$ cat src/rtl/instruction_fetch_unit.sv
// Instruction fetch unit: owns the PC, drives the instruction memory address
// and latches the returned word into the IF/ID pipeline register.
// A start/done run-state machine brackets one pass through memory, which ends
// after the last word before the PC wraps.
// Optional build macro FETCH_PERF_COUNTERS_EN adds saturating fetch and stall
// counters as extra output ports.
module instruction_fetch_unit #(
    parameter int                    ADDR_WIDTH = 8,
    parameter logic [ADDR_WIDTH-1:0] RESET_PC   = '0
) (
    input  logic                  clk,
    input  logic                  reset,
    input  logic                  start,
    input  logic                  stall,
    input  logic                  branch_taken,
    input  logic [ADDR_WIDTH-1:0] branch_target,
    input  logic [31:0]           imem_instruction,
    output logic [ADDR_WIDTH-1:0] imem_address,
    output logic [ADDR_WIDTH-1:0] pc,
    output logic [31:0]           ifid_instruction,
    output logic [ADDR_WIDTH-1:0] ifid_pc_plus4,
    output logic                  ifid_valid,
    output logic                  done
`ifdef FETCH_PERF_COUNTERS_EN
    ,
    output logic [31:0]           fetch_count,
    output logic [31:0]           stall_count
`endif
);

    typedef enum logic [1:0] {
        IDLE = 2'd0,
        RUN  = 2'd1,
        DONE = 2'd2
    } state_t;

    localparam logic [ADDR_WIDTH-1:0] PC_STEP    = ADDR_WIDTH'(4);
    localparam logic [ADDR_WIDTH-1:0] ALIGN_MASK = ~ADDR_WIDTH'(3);
    localparam logic [ADDR_WIDTH-1:0] LAST_PC    = ALIGN_MASK;
    localparam logic [31:0]           NOP        = 32'h0;

    state_t                  state_q, state_d;
    logic [ADDR_WIDTH-1:0]   pc_q, pc_d;
    logic [31:0]             ifid_instruction_q, ifid_instruction_d;
    logic [ADDR_WIDTH-1:0]   ifid_pc_plus4_q, ifid_pc_plus4_d;
    logic                    ifid_valid_q, ifid_valid_d;
    logic [ADDR_WIDTH-1:0]   pc_plus4;

`ifdef FETCH_PERF_COUNTERS_EN
    logic [31:0]             fetch_count_q, fetch_count_d;
    logic [31:0]             stall_count_q, stall_count_d;
`endif

    assign pc_plus4         = pc_q + PC_STEP;
    assign imem_address     = pc_q;
    assign pc               = pc_q;
    assign ifid_instruction = ifid_instruction_q;
    assign ifid_pc_plus4    = ifid_pc_plus4_q;
    assign ifid_valid       = ifid_valid_q;
    assign done             = (state_q == DONE);

`ifdef FETCH_PERF_COUNTERS_EN
    assign fetch_count      = fetch_count_q;
    assign stall_count      = stall_count_q;
`endif

    // Next-state logic: branch beats stall beats sequential fetch while running.
    always_comb begin
        state_d            = state_q;
        pc_d               = pc_q;
        ifid_instruction_d = ifid_instruction_q;
        ifid_pc_plus4_d    = ifid_pc_plus4_q;
        ifid_valid_d       = ifid_valid_q;
`ifdef FETCH_PERF_COUNTERS_EN
        fetch_count_d      = fetch_count_q;
        stall_count_d      = stall_count_q;
`endif

        unique case (state_q)
            IDLE: begin
                if (start) begin
                    state_d = RUN;
                end
            end

            RUN: begin
                if (branch_taken) begin
                    pc_d               = branch_target & ALIGN_MASK;
                    ifid_instruction_d = NOP;
                    ifid_valid_d       = 1'b0;
                end else if (stall) begin
`ifdef FETCH_PERF_COUNTERS_EN
                    if (stall_count_q != 32'hFFFF_FFFF) begin
                        stall_count_d = stall_count_q + 32'd1;
                    end
`endif
                end else begin
                    ifid_instruction_d = imem_instruction;
                    ifid_pc_plus4_d    = pc_plus4;
                    ifid_valid_d       = 1'b1;
                    pc_d               = pc_plus4;
                    if (pc_q == LAST_PC) begin
                        state_d = DONE;
                    end
`ifdef FETCH_PERF_COUNTERS_EN
                    if (fetch_count_q != 32'hFFFF_FFFF) begin
                        fetch_count_d = fetch_count_q + 32'd1;
                    end
`endif
                end
            end

            DONE: begin
                ifid_instruction_d = NOP;
                ifid_valid_d       = 1'b0;
            end

            default: begin
                state_d = IDLE;
            end
        endcase
    end

    // State and pipeline registers with synchronous reset.
    always_ff @(posedge clk) begin
        if (reset) begin
            state_q            <= IDLE;
            pc_q               <= RESET_PC;
            ifid_instruction_q <= NOP;
            ifid_pc_plus4_q    <= '0;
            ifid_valid_q       <= 1'b0;
`ifdef FETCH_PERF_COUNTERS_EN
            fetch_count_q      <= 32'd0;
            stall_count_q      <= 32'd0;
`endif
        end else begin
            state_q            <= state_d;
            pc_q               <= pc_d;
            ifid_instruction_q <= ifid_instruction_d;
            ifid_pc_plus4_q    <= ifid_pc_plus4_d;
            ifid_valid_q       <= ifid_valid_d;
`ifdef FETCH_PERF_COUNTERS_EN
            fetch_count_q      <= fetch_count_d;
            stall_count_q      <= stall_count_d;
`endif
        end
    end

endmodule
$ cat config.mk
export PLATFORM = sky130hd
export DESIGN_NAME = instruction_fetch_unit
export DESIGN_NICKNAME = d
export VERILOG_FILES = /design/src/rtl/instruction_fetch_unit.sv
export SDC_FILE = /design/constraint.sdc
export NUM_CORES = 1
export LEC_CHECK = 0
export CAP_MARGIN = 20
export CORE_ASPECT_RATIO = 0.6
export CORE_UTILIZATION = 41
export CTS_CLUSTER_SIZE = 14
export DETAILED_ROUTE_END_ITERATION = 7
export PLACE_DENSITY = 0.81
export SLEW_MARGIN = 40
export SYNTH_ARGS = -nofsm -noshare
export SYNTH_HDL_FRONTEND = slang
export SYNTH_SLANG_ARGS = --single-unit
$ cat constraint.sdc
create_clock -name clk -period 2.3 [get_ports clk]
set_clock_uncertainty 0.15 [all_clocks]
set_input_delay 0.46 -clock clk [delete_from_list [all_inputs] [get_ports clk]]
set_output_delay 0.46 -clock clk [all_outputs]
set_load 0.1 [all_outputs]
==> metrics.md, run 1 <==
| Metric | Value |
|---|---|
| Area growth syn-to-layout | 43.6% |
| Clk buf depth | 2 |
| Antenna Cells | 0 |
| Clk root buf | clkbuf_8 |
| Synth Register Bits | 47 |
| Row cnt | 20 |
| Cts bufs inserted | 5 |
| Final hold vios | 0 |
| ANT nets after route | 0 |
| Largest net degree at the start of global routing | 36 |
| Syn_area_per_cell | 8.51 sq um |
| # DRC | 0 |
| CTS tree | done |
| Hold path startpoint | ifid_pc_plus4[3]$_SDFFE_PP0P_ |
| Worst Path Required | 2.37 ns |
| CTS Hold Bufs | 0 |
| Synth Warn # | 0 |
| I/O Buffers | 94 |
| Clock-pin slew on the worst setup and hold paths | around 0.090 ns |
| Nets@finish | 380 |
| Final Wtd Congestion | 0.720 |
| Final period util | 80.1% |
| Crit path kind | in2reg |
| Final max-slew violation count | 0 |
| Status | finished, final reports clean |
| Actual slew at the worst max-slew pin | 0.562 ns |
| Crit start category | input pin |
| CTS H-Tree Depth | 2 |
| Number of DRC markers in iteration 0 | 125 |
| Vias in the first global route | roughly 1900 |
| CP endpoint kind | flip-flop |
| FMAX | between 500 and 600 MHz |
| Hold depth | 2 |
| Antenna violations before repair | 0 |
| Final min period | ~1.8 ns |
| CP Max Fanout | 18 |
| Pleak | 1.18 nW |
| Seq/Total Area, Yosys | 43.7% |
| Pre-Repair DR Iteration Count | 5 |
| Max capacitance violation total | 0 |
| Clk_lat worst skew | 0.29 ns |
| Full die area | around 5600 sq um |
| # clock sinks | 47 |
| First-pass GRT wire length | between 9 and 10 mm |
| Total wire length | 5.59 mm |
| Total grt overflow | 0 |
| Worst hold-check path type | reg2reg |
| Setup TNS | 0 ns |
| Syn Inst Count | 253 |
| Reg-to-Reg Start | imem_address[2]$_SDFFE_PP0P_ |
| Core ar. | 5050 sq um |
| Die width | 95.6 microns |
| Vias per cell | 5.24 |
| CP arrival | 1.91 ns |
| RSZ-0062 raised after global routing | no |
| Layout cells sized above 1 | around a quarter |
| Die Height | between 50 and 60 microns |
| Routed wire per std cell | 13.9 microns |
| Synth cell types | 38 |
| Vias | 2103 |
| HPWL after DPL | 3.85 mm |
| Worst VDD drop | roughly 0.39 mV |
| Post-Syn Area | 2150 sq um |
| FF-to-FF path depth | 4 |
| Power density cells | 640 nW/um^2 |
| Number of I/O pins | slightly above 100 |
| Final setup vio count | 0 |
| Crit path from | branch_taken |
| Setup bufs post-CTS | 0 |
| Hold_ws | 0.319 ns |
| Slew Limit Headroom | 62.5% |
| Post-cts gate resize count | 0 |
| Initial Utilization | 42.6% |
| Total global-route track usage | 21.4% |
sequential cells by signal, indices dropped and copies added, names as in the netlist:
register          cells
ifid_instruction     32
ifid_pc_plus4         6
ifid_valid            1
imem_address          6
state_q               2
layout by cell type, fill, tap and decap left out, types with 4 or more instances in the layout:
| cell | n |
|---|---|
| nand3_1 | 4 |
| a31oi_1 | 4 |
| clkdlybuf4s50_1 | 41 |
| clkbuf_8 | 6 |
| dfxtp_1 | 45 |
| nand2_1 | 39 |
| buf_4 | 62 |
| o21ai_0 | 5 |
| o211ai_1 | 34 |
| nor2_1 | 6 |
| conb_1 | 6 |
| a21oi_1 | 37 |
routing by layer:
| metal | track usage (%) | share of wire (%) |
|---|---|---|
| met3 | 8.79 | 10 |
| met2 | 30.3 | 42 |
| met5 | 0 | 0 |
| met1 | 30.5 | 48 |
| met4 | 4.48 | 0.32 |
where the power goes:
group	switching (W)	internal [W]	total (W)
Combinational	0.000351	0.000144	0.000495
Clock	0.000272	0.000352	0.000624
Sequential	0.0000212	0.000838	0.000859
logic make-up after synthesis:
family | after synthesis | synth area share (%)
AO/OA/AOI/OAI | 93 | 28.2
AND/OR/NAND/NOR | 67 | 15.3
flip-flops | 47 | 43.7
buffers and inverters | 40 | 10.3
XOR/XNOR | 3 | 1.22
adder cells (fa/ha/maj) | 1 | 0.581
other | 1 | 0.174
multiplexers | 1 | 0.465
final timing paths:
path,endpoint,slack (ns)
max,ifid_pc_plus4[4]$_SDFFE_PP0P_,0.46
min,ifid_pc_plus4[3]$_SDFFE_PP0P_,0.32
max reg2reg,state_q[1]$_SDFFE_PP0P_,0.55
min reg2reg,ifid_pc_plus4[3]$_SDFFE_PP0P_,0.32
stage by stage:
stage | instance area (sq um) | total power [W] | instances | worst slack (ns) | util, %
after detailed placement | 2970 | 0.00137 | 393 | 0.147 | 58.8
after CTS | 3090 | 0.00199 | 401 | 0.445 | 61.2
after global placement | 2970 | 0.00137 | 393 | 0.154 | 58.8
after global routing | 3090 | 0.00206 | 401 | 0.344 | 61.2
final | 3090 | 0.00198 | 401 | 0.459 | 61.2
after floorplan | 2170 | 0.00124 | 258 | 0.0483 | -
layout make-up:
cell class / count / area, sq um
Clock buffer: 6 / 82.6
Clock inverter: 2 / 35.0
Fill cell: 467 / 1960
Inverter: 3 / 11.3
Multi-Input combinational cell: 171 / 1020
Sequential cell: 47 / 943
Tap cell: 66 / 82.6
Timing Repair Buffer: 106 / 921
cells in the mapped netlist, drive strengths merged:
cell	n	share of area, %
mux2i	1	0.46
o31a	2	0.81
inv	3	0.52
o21ai	6	1.4
dfxtp	47	44
or4b	1	0.46
o41a	1	0.52
buf	27	8.1
o21bai	1	0.35
conb	1	0.17
nor4b	1	1.1
nand2	39	6.8
nand4b	1	0.41
o32ai	2	0.81
clkbuf	10	1.7
xnor2	3	1.2
a211o	1	0.41
ha	1	0.58
or2	1	0.29
nand3	4	0.93
nor2b	2	0.58
nor3	3	0.70
a211oi	3	1.5
nor3b	1	0.35
o31ai	1	0.35
a21oi	38	9.0
or3b	1	0.41
or3	3	0.87
nor2	6	1.0
a31oi	4	1.2
o211ai	34	12
nand2b	3	0.87
or4	1	0.52
critical path, cell delays in order:
cell and delay (ns):
clkdlybuf4s50_1 0.43, buf_4 0.17, nor4b_4 0.30, buf_4 0.28
nor2_1 0.06, a211oi_1 0.19
No activity file was read; power rests on OpenSTA's default activity.
==> run 2, diff against run 1 <==
--- a/config.mk
+++ b/config.mk
@@ -7,10 +7,10 @@
 export LEC_CHECK = 0
 export CAP_MARGIN = 20
 export CORE_ASPECT_RATIO = 0.6
-export CORE_UTILIZATION = 41
+export CORE_UTILIZATION = 37
 export CTS_CLUSTER_SIZE = 14
 export DETAILED_ROUTE_END_ITERATION = 7
-export PLACE_DENSITY = 0.81
+export PLACE_DENSITY = 0.77
 export SLEW_MARGIN = 40
 export SYNTH_ARGS = -nofsm -noshare
 export SYNTH_HDL_FRONTEND = slang
==> constraint.sdc (replaced) <==
create_clock -name clk -period 1.6 [get_ports clk]
set_clock_uncertainty 0.15 [all_clocks]
set_input_delay 0.32 -clock clk [delete_from_list [all_inputs] [get_ports clk]]
set_output_delay 0.32 -clock clk [all_outputs]
set_load 0.1 [all_outputs]
==> run 2 against run 1 <==
  * Sequential cell count did not move
  * Register-to-register slack got worse by 0.48 ns
  * Core utilization rose by 9.6 points
  * Wire length rose by 16%
  * Count of clock-buffer cells in the layout rose by 1
  * Cell area rose by 28%
  * Global-route usage rose by 0.58 points
  * Critical path depth fell by 3
  * Sequential share of layout area fell by 6.1 points
  * Worst hold slack got worse by 0.19 ns
  * Via count rose by 4.5%
  * Critical path type is now reg2out
  * Largest cell class is now non-clock buffers
  * Largest power group unchanged
==> metrics.md, run 2 (same netlist as run 1, synthesis figures left out) <==
| Metric | Value |
|---|---|
| Power density cells | 745 nW/um^2 |
| Final hold vios | 0 |
| CP Buf/Inv Count | 2 |
| Area growth syn-to-layout | 83.8% |
| Power Internal | 0.00198 W |
| Sw Share | 32.9% |
| Worst VDD drop | 0.404 mV |
| Final min period | 1.55 ns |
| Core ar. | about 5600 sq um |
| Final setup vio count | 0 |
| Vias | ~2200 |
| CP endpoint kind | primary output |
| Most frequent cells in the layout | buf_12 (55), nand2_1 (39), dfxtp_1 (39), clkdlybuf4s50_1 (39), a21oi_1 (37) |
| Antenna Cells | 0 |
| CP max-delay cell | dfxtp_4 |
| Layout cells sized above 1 | 30.5% |
| Nets@finish | 396 |
| Crit start category | flip-flop |
| Clk buf depth | 2 |
| Seq pwr share | 42.4% |
| Final period util | 97.1% |
| HPWL after DPL | 4.98 mm |
| Antenna violations before repair | 0 |
| Flip-flop count of the largest register after layout | 32 |
| DP Cell Count | between 400 and 500 |
| Psw | 0.000970 W |
| First-pass GRT wire length | ~10 mm |
| CTS Hold Bufs | 0 |
| Final max-slew violation count | 0 |
| Vias per cell | 5.10 |
| Clock share of power | 28.5% |
| Die Height | just over 60 microns |
| Crit path kind | reg2out |
| Vias in the first global route | 2096 |
| Worst Path Required | 1.13 ns |
| Routed wire per std cell | 15.1 microns |
| Total wire length | 6.51 mm |
| Clk root buf | clkbuf_8 |
| Cts bufs inserted | 5 |
| Initial Utilization | about two fifths |
| Clk_lat worst skew | 0.30 ns |
| CP peak stage delay | between 0.3 and 0.4 ns |
| Multi-input gate area | between 1000 and 1500 sq um |
| Pre-Repair DR Iteration Count | 4 |
| Largest net degree at the start of global routing | 22 |
| CTS H-Tree Depth | 2 |
| # clock sinks | 47 |
| Row cnt | 21 |
| Number of DRC markers in iteration 0 | 65 |
| FMAX | 644 MHz |
| I/O Buffers | 94 |
| Top Family by Delay on Critical Path | flip-flops |
| Layout filler cell count | a little over 400 |
| Clock-pin slew on the worst setup and hold paths | roughly 0.09 ns |
| CP Max Fanout | 5 |
| Number of I/O pins | 103 |
| CTS tree | done |
| Hold_ws | 0.133 ns |
| Post-Layout Cell Count | around 430 |
| ANT nets after route | 0 |
| Combinational cell fraction of total power | between 20 and 30% |
| Reg area | 966 sq um |
| Die width | 100 microns |
| Pleak | 1.40 nW |
| Final Wtd Congestion | 0.844 |
| Total grt overflow | 0 |
| CP cell instances | nand2b_4 > clkinvlp_4 > buf_12 |
| Commonest non-fill, non-tap cell in the layout | buf_12 |
| Total global-route track usage | 22.0% |
| Max capacitance violation total | 0 |
| Worst hold-check path type | in2reg |
| Full die area | 6140 sq um |
| Status | finished, final reports clean |
| CP arrival | around 1.1 ns |
| # DRC | 0 |
==> run 2: cell types whose count changed in the layout (fill, tap and decap cells not counted), sizes merged <==
cell / delta
buf: +16
clkdlybuf4s50: -2
dlygate4sd2: +2
bufinv: -1
clkbuf: +1
clkinvlp: +1
inv: -1
==> run 2: through the flow <==
stage | worst slack, ns | utilization (%) | cell area [sq um] | setup TNS (ns) | total power (W)
after CTS | -0.00367 | 70.3 | 3930 | -0.00367 | 0.00296
after global placement | -0.385 | 67.7 | 3790 | -14.81 | 0.00212
after global routing | -0.00384 | 70.7 | 3960 | -0.00719 | 0.00306
after floorplan | -0.104 | - | 2230 | -0.183 | 0.00178
after detailed placement | -0.449 | 67.7 | 3790 | -17.39 | 0.00213
final | 0.0469 | 70.7 | 3960 | 0 | 0.00295
==> run 2: area by class of cell <==
| cell class | count | share of cell area, % |
|---|---|---|
| Clock buffer | 7 | 2.72 |
| Clock inverter | 1 | 0.126 |
| Inverter | 3 | 0.379 |
| Multi-Input combinational cell | 171 | 26.5 |
| Sequential cell | 47 | 24.4 |
| Tap cell | 80 | 2.53 |
| Timing Repair Buffer | 122 | 43.4 |
==> run 2: worst reg2reg max path, delay by kind of cell, from the launching register on <==
kind	cells	cell delay, ns
simple gates	2	0.64
compound gates	1	0.12
fa+ha+maj	1	0.18
flops	1	0.39
==> run 2: power by group through the flow <==
stage | clock [W] | combinational [W] | sequential [W]
detailed placement | 0 | 0.000847 | 0.00128
CTS | 0.000858 | 0.000854 | 0.00125
global route | 0.000910 | 0.000894 | 0.00126
floorplan | 0 | 0.000282 | 0.00150
finish | 0.000840 | 0.000858 | 0.00125
global placement | 0 | 0.000838 | 0.00128
==> run 2: path summary, 6_finish.rpt <==
path | cells past startpoint | slack (ns) | start | endpoint
worst max register to register | 4 | 0.07 | imem_address[3]$_SDFFE_PP0P_ | state_q[1]$_SDFFE_PP0P_
worst min register to register | 2 | 0.36 | ifid_pc_plus4[3]$_SDFFE_PP0P_ | ifid_pc_plus4[3]$_SDFFE_PP0P_
worst min-delay path | 2 | 0.13 | reset | state_q[1]$_SDFFE_PP0P_
worst max-delay path | 3 | 0.05 | state_q[0]$_SDFFE_PP0P_ | done
==> run 2: timing repair <==
action,CTS,global route
pin swaps,1,0
setup endpoints to repair,47,1
gates resized for setup,10,1
gates cloned,0,0
buffers inserted,1,3
==> run 2: metal layers <==
metal	global-route usage, %	part of all wire [%]	vias to the layer above
met5	0	0	-
met4	4.35	0.48	0
met3	9.42	9.0	5
met2	36.0	46	72
met1	27.8	44	1038
li1	-	-	1082
